<file path="src/rtl/pipeline_pkg.sv">
// pipeline_pkg: shared hazard FSM encoding and register-zero constant
package pipeline_pkg;

    typedef enum logic {IDLE, J_HOLD} state_e;

    localparam logic [4:0] REG_ZERO = 5'd0;

endpackage

</file>
<file path="src/rtl/sat_counter.sv">
// sat_counter: up counter that sticks at all-ones instead of wrapping
module sat_counter #(
    parameter int W = 16
) (
    input  logic         clk,
    input  logic         rst,
    input  logic         inc_i,
    output logic [W-1:0] count_o
);

    logic [W-1:0] count_q, count_d;

    always_comb count_d = (inc_i && !(&count_q)) ? count_q + 1'b1 : count_q;

    always_ff @(posedge clk) begin
        if (rst) count_q <= '0;
        else     count_q <= count_d;
    end

    assign count_o = count_q;

endmodule

</file>
<file path="src/rtl/hazard_unit.sv">
// hazard_unit: load-use stall and multi-cycle jump hold with saturating event counters
module hazard_unit
    import pipeline_pkg::*;
#(
    parameter int JUMP_HOLD = 2,
    parameter int CNT_W     = 16
) (
    input  logic             clk,
    input  logic             rst,
    input  logic             id_valid,
    input  logic [4:0]       id_rs1,
    input  logic [4:0]       id_rs2,
    input  logic             id_rs1_used,
    input  logic             id_rs2_used,
    input  logic             id_jump,
    input  logic             ex_load,
    input  logic [4:0]       ex_rd,
    output logic             stall,
    output logic             stall_j,
    output logic             flush_idex,
    output logic             flush_ifid,
    output logic [CNT_W-1:0] lu_count,
    output logic [CNT_W-1:0] j_count
);

    state_e     state_q, state_d;
    logic [3:0] hold_q, hold_d;
    logic       lu_hazard, idle, jump_acc;

    assign lu_hazard = id_valid && ex_load && (ex_rd != REG_ZERO) &&
                       ((id_rs1_used && id_rs1 == ex_rd) || (id_rs2_used && id_rs2 == ex_rd));
    assign idle      = (state_q == IDLE);
    // load-use wins over a simultaneous jump; the jump is seen again next cycle
    assign jump_acc  = !rst && idle && id_valid && id_jump && !lu_hazard;

    always_ff @(posedge clk) begin
        if (rst) begin
            state_q <= IDLE;
            hold_q  <= '0;
        end else begin
            state_q <= state_d;
            hold_q  <= hold_d;
        end
    end

    always_comb begin
        state_d = state_q;
        hold_d  = hold_q;
        if (idle) begin
            if (jump_acc && JUMP_HOLD > 1) begin
                state_d = J_HOLD;
                hold_d  = 4'(JUMP_HOLD - 1);
            end
        end else begin
            hold_d  = hold_q - 4'd1;
            state_d = (hold_q == 4'd1) ? IDLE : J_HOLD;
        end
    end

    always_comb begin
        stall      = !rst && idle && lu_hazard;
        flush_idex = !rst && idle && lu_hazard;
        stall_j    = jump_acc || (!rst && !idle);
        flush_ifid = !rst && !idle;
    end

    sat_counter #(.W(CNT_W)) u_lu_cnt (
        .clk     (clk),
        .rst     (rst),
        .inc_i   (stall),
        .count_o (lu_count)
    );

    sat_counter #(.W(CNT_W)) u_j_cnt (
        .clk     (clk),
        .rst     (rst),
        .inc_i   (jump_acc),
        .count_o (j_count)
    );

endmodule

</file>
<file path="config.mk">
export PLATFORM = sky130hd
export DESIGN_NAME = hazard_unit
export DESIGN_NICKNAME = d
export VERILOG_FILES = /design/src/rtl/pipeline_pkg.sv /design/src/rtl/sat_counter.sv /design/src/rtl/hazard_unit.sv
export SDC_FILE = /design/constraint.sdc
export NUM_CORES = 1
export LEC_CHECK = 0
export CORE_MARGIN = 4
export CORE_UTILIZATION = 52
export CTS_CLUSTER_DIAMETER = 200
export DETAILED_ROUTE_END_ITERATION = 8
export PLACE_DENSITY = 0.89
export SYNTH_ARGS = -nofsm -noshare
export SYNTH_HDL_FRONTEND = slang
export SYNTH_SLANG_ARGS = --single-unit
</file>
<file path="constraint.sdc">
create_clock -name clk -period 4.8 [get_ports clk]
set_clock_uncertainty 0.05 [all_clocks]
set_input_delay 0.96 -clock clk [delete_from_list [all_inputs] [get_ports clk]]
set_output_delay 0.96 -clock clk [all_outputs]
set_load 0.03 [all_outputs]
</file>
==> flow_summary.ini <==
[routing]
met1_length_um = 2205
wl_um = 5223
detail-route-antenna-nets = 0
route.detailed.drc = 0
dr.first_iter.drc_count = 112
vias = 1987
topRoutingLayerUsed = met4
route.met3.wl_um = 387
met2_length_um = 2537
routedWlPerCell_um = 15.01
vias_per_cell = 5.710
drt_pass1_iterations = 4

[yosys]
ys_ff_latch = 37
synth_xor_area_share_pct = 5.413
yosys_warnings = 0
synth_top_family_by_area = simple AND/OR/NAND/NOR gates
ys_types = 53
yosysSeqAreaShare_pct = 35.22
synth_edf_count = 0
mappedNetlistArea_um2 = 2103
muxShareOfSynthArea_pct = 8.804
synth-compound-area-share_pct = 13.21
syn_area_per_cell_um2 = 8.691
syn-instance-count = 242
synthFlopType = dfxtp_1
synth-simple-area-share_pct = 31.17
syn_nets = 268
async_reset_ff_share_pct = 0
synth_fa_ha_area_share_pct = 2.380

[clock_network]
cts_buffers = 5
cts_tree = built
post_cts_buffers = 0
clock_sinks = 37
cts-root-buf = clkbuf_8
clk_latency_ps = 290
post_cts_resized = 0
clk_path_buf_depth = 2
cts.clk_slew.worst_paths_ps = 70
htreeDepth = 2
cts.hold.buffers_added = 0

[grt]
grt_max_degree = 23
grt_first_pass_wirelength_um = 8618
grt_overflow_total = 0
first_global_vias = 1950
grtUsageTotal_pct = 20.81
antenna_found_initial = 0

[finish]
syn_to_final_growth_pct = 32.42
num-nets-final = 325
antenna_cells = 0
fin_area_um2 = 2785
drive_gt1_share_pct = 8.000

[run_status]
status = finished, final reports clean

[sta]
hold_slack_ps = 453.2
period_share_pct = 91.34
report.final.slew_viol_count = 0
rsz0062_at_grt = false
slew_headroom_pct = 47.53
max_freq_mhz = 228.1
setup_tns_ps = 0
setup-violations-final = 0
final.setup.worst_slack_ps = 415.5
hold_viol_final = 0
fin_crit_ps = 4385
tightestPinTransition_ps = 776.1

[power]
p_int_mw = 0.4489
p_leak_nw = 1.032
pwr_density_cell_nw_per_um2 = 215.9
p_clk_share_pct = 35.6
p_comb_share_pct = 12.0
seqPwrFrac_pct = 52.4
switching_power_mw = 0.1524
power_mw = 0.6013
p_sw_share_pct = 25.34
ir_drop_uv = 232.1

[place]
portBuffers = 57
gp_congestion = 0.8232
place_area_um2 = 2703
dp_hpwl_um = 3804
dp_slack_ps = 404.8

[setup_path]
start_kind = input pin
worstSetupPathType = in -> out
worstPathRequired_ps = 3790
reg2reg_slack_ps = 2400
worst-path-max-fanout = 5
worstPathArrival_ps = 3370
setup.worst_path.end_class = primary output

[die]
die_h_um = 71.60
num_io_pins = 58
row_count = 22
die_x_um = 71.60
die_area_um2 = 5127
start_util_pct = 55.77
core_um2 = 3771

[job]
maxCapViolations = 0

[min_path]
worst_hold_path_type = reg -> reg
==> critical path, cell delays in order <==
cell and delay, ps:
clkdlybuf4s50_1 470, or4_4 570, o211a_4 270, and2_1 210, o21ai_0 190, clkdlybuf4s50_1 700
==> through the flow <==
stage               utilization (%)  instances
global route                  73.86        348
detailed placement            71.67        340
CTS                           73.86        348
global placement              71.67        340
finish                        73.86        348
floorplan                         -        242
==> routing by layer <==
layer	vias up	GRT usage (%)
met5	-	0
met4	0	8.351
met3	10	6.031
met2	69	35.92
met1	922	24.03
li1	986	-
==> synthesized netlist by cell type, types with 6 or more instances <==
| master | number | share of area (%) |
|---|---|---|
| dfxtp_1 | 37 | 35 |
| nor2_1 | 27 | 4.8 |
| nand2_1 | 13 | 2.3 |
| nand4_1 | 12 | 3.6 |
| nor2b_1 | 11 | 3.3 |
| a21oi_1 | 10 | 2.4 |
| nand3_1 | 10 | 2.4 |
| xnor2_1 | 10 | 4.2 |
| inv_1 | 9 | 1.6 |
| and3_1 | 7 | 2.1 |
| mux2_1 | 7 | 3.7 |
| o21ai_0 | 7 | 1.7 |
| clkbuf_1 | 6 | 1.1 |
==> flip-flops by register name (all words and copies together), names as in the netlist <==
| name | cells |
|---|---|
| u_j_cnt.count_o | 16 |
| state_q | 1 |
| u_lu_cnt.count_o | 16 |
| hold_q | 4 |
==> logic make-up (layout without fill, tap and decap cells) <==
group / after synthesis / after routing
and+or+nand+nor: 116 / 116
AOI/OAI and AO/OA: 37 / 37
DFF: 37 / 37
buffers and inverters: 18 / 76
muxes: 17 / 17
xor gates and xnor gates: 13 / 13
adders and majority gates: 4 / 4
==> cell usage in the layout (no fill, tap or decap), types with 2 or more instances in the layout <==
cell | Yosys | final
xor2_1 | 3 | 3
nor2_1 | 27 | 27
xnor2_1 | 10 | 10
nand2_1 | 13 | 13
nor2b_1 | 11 | 11
clkbuf_8 | 0 | 5
nand3_1 | 10 | 10
o21ai_0 | 7 | 7
a31oi_1 | 2 | 2
and2_1 | 4 | 4
a41o_1 | 2 | 2
clkdlybuf4s50_1 | 0 | 57
and3_1 | 7 | 7
or3_1 | 5 | 5
nand4_1 | 12 | 12
and4b_1 | 2 | 2
nor3_1 | 5 | 5
nor4_1 | 2 | 2
a21oi_1 | 10 | 10
nand4b_1 | 2 | 2
inv_1 | 9 | 9
dfxtp_1 | 37 | 37
mux2_1 | 7 | 7
nand3b_1 | 3 | 3
o31ai_1 | 2 | 2
buf_4 | 1 | 2
mux2_2 | 5 | 5
clkinv_2 | 0 | 2
nand2b_1 | 5 | 5
ha_1 | 4 | 4
mux2i_1 | 5 | 5
==> layout make-up <==
| type | instances | area [um2] |
|---|---|---|
| Fill cell | 294 | 985.9 |
| Sequential cell | 37 | 740.7 |
| Multi-Input combinational cell | 187 | 1282 |
| Clock buffer | 6 | 72.57 |
| Inverter | 9 | 33.78 |
| Clock inverter | 2 | 10.01 |
| Timing Repair Buffer | 59 | 585.6 |
| Tap cell | 48 | 60.06 |
==> power by group through the flow <==
stage	clock network (mW)	registers [mW]	logic, mW
floorplan	0	0.323	0.0386
global placement	0	0.322	0.0694
detailed placement	0	0.323	0.0718
CTS	0.216	0.315	0.0723
global route	0.229	0.316	0.0781
finish	0.214	0.315	0.0719
==> final timing paths <==
kind | from | end | depth (start not counted)
min | u_lu_cnt.count_o[6]$_SDFFE_PP0P_ | u_lu_cnt.count_o[6]$_SDFFE_PP0P_ | 2
max reg2reg | u_lu_cnt.count_o[0]$_SDFFE_PP0P_ | u_lu_cnt.count_o[9]$_SDFFE_PP0P_ | 7
min reg2reg | u_lu_cnt.count_o[6]$_SDFFE_PP0P_ | u_lu_cnt.count_o[6]$_SDFFE_PP0P_ | 2
max | ex_rd[1] | stall_j | 6
(Power assumes the default switching activity.)
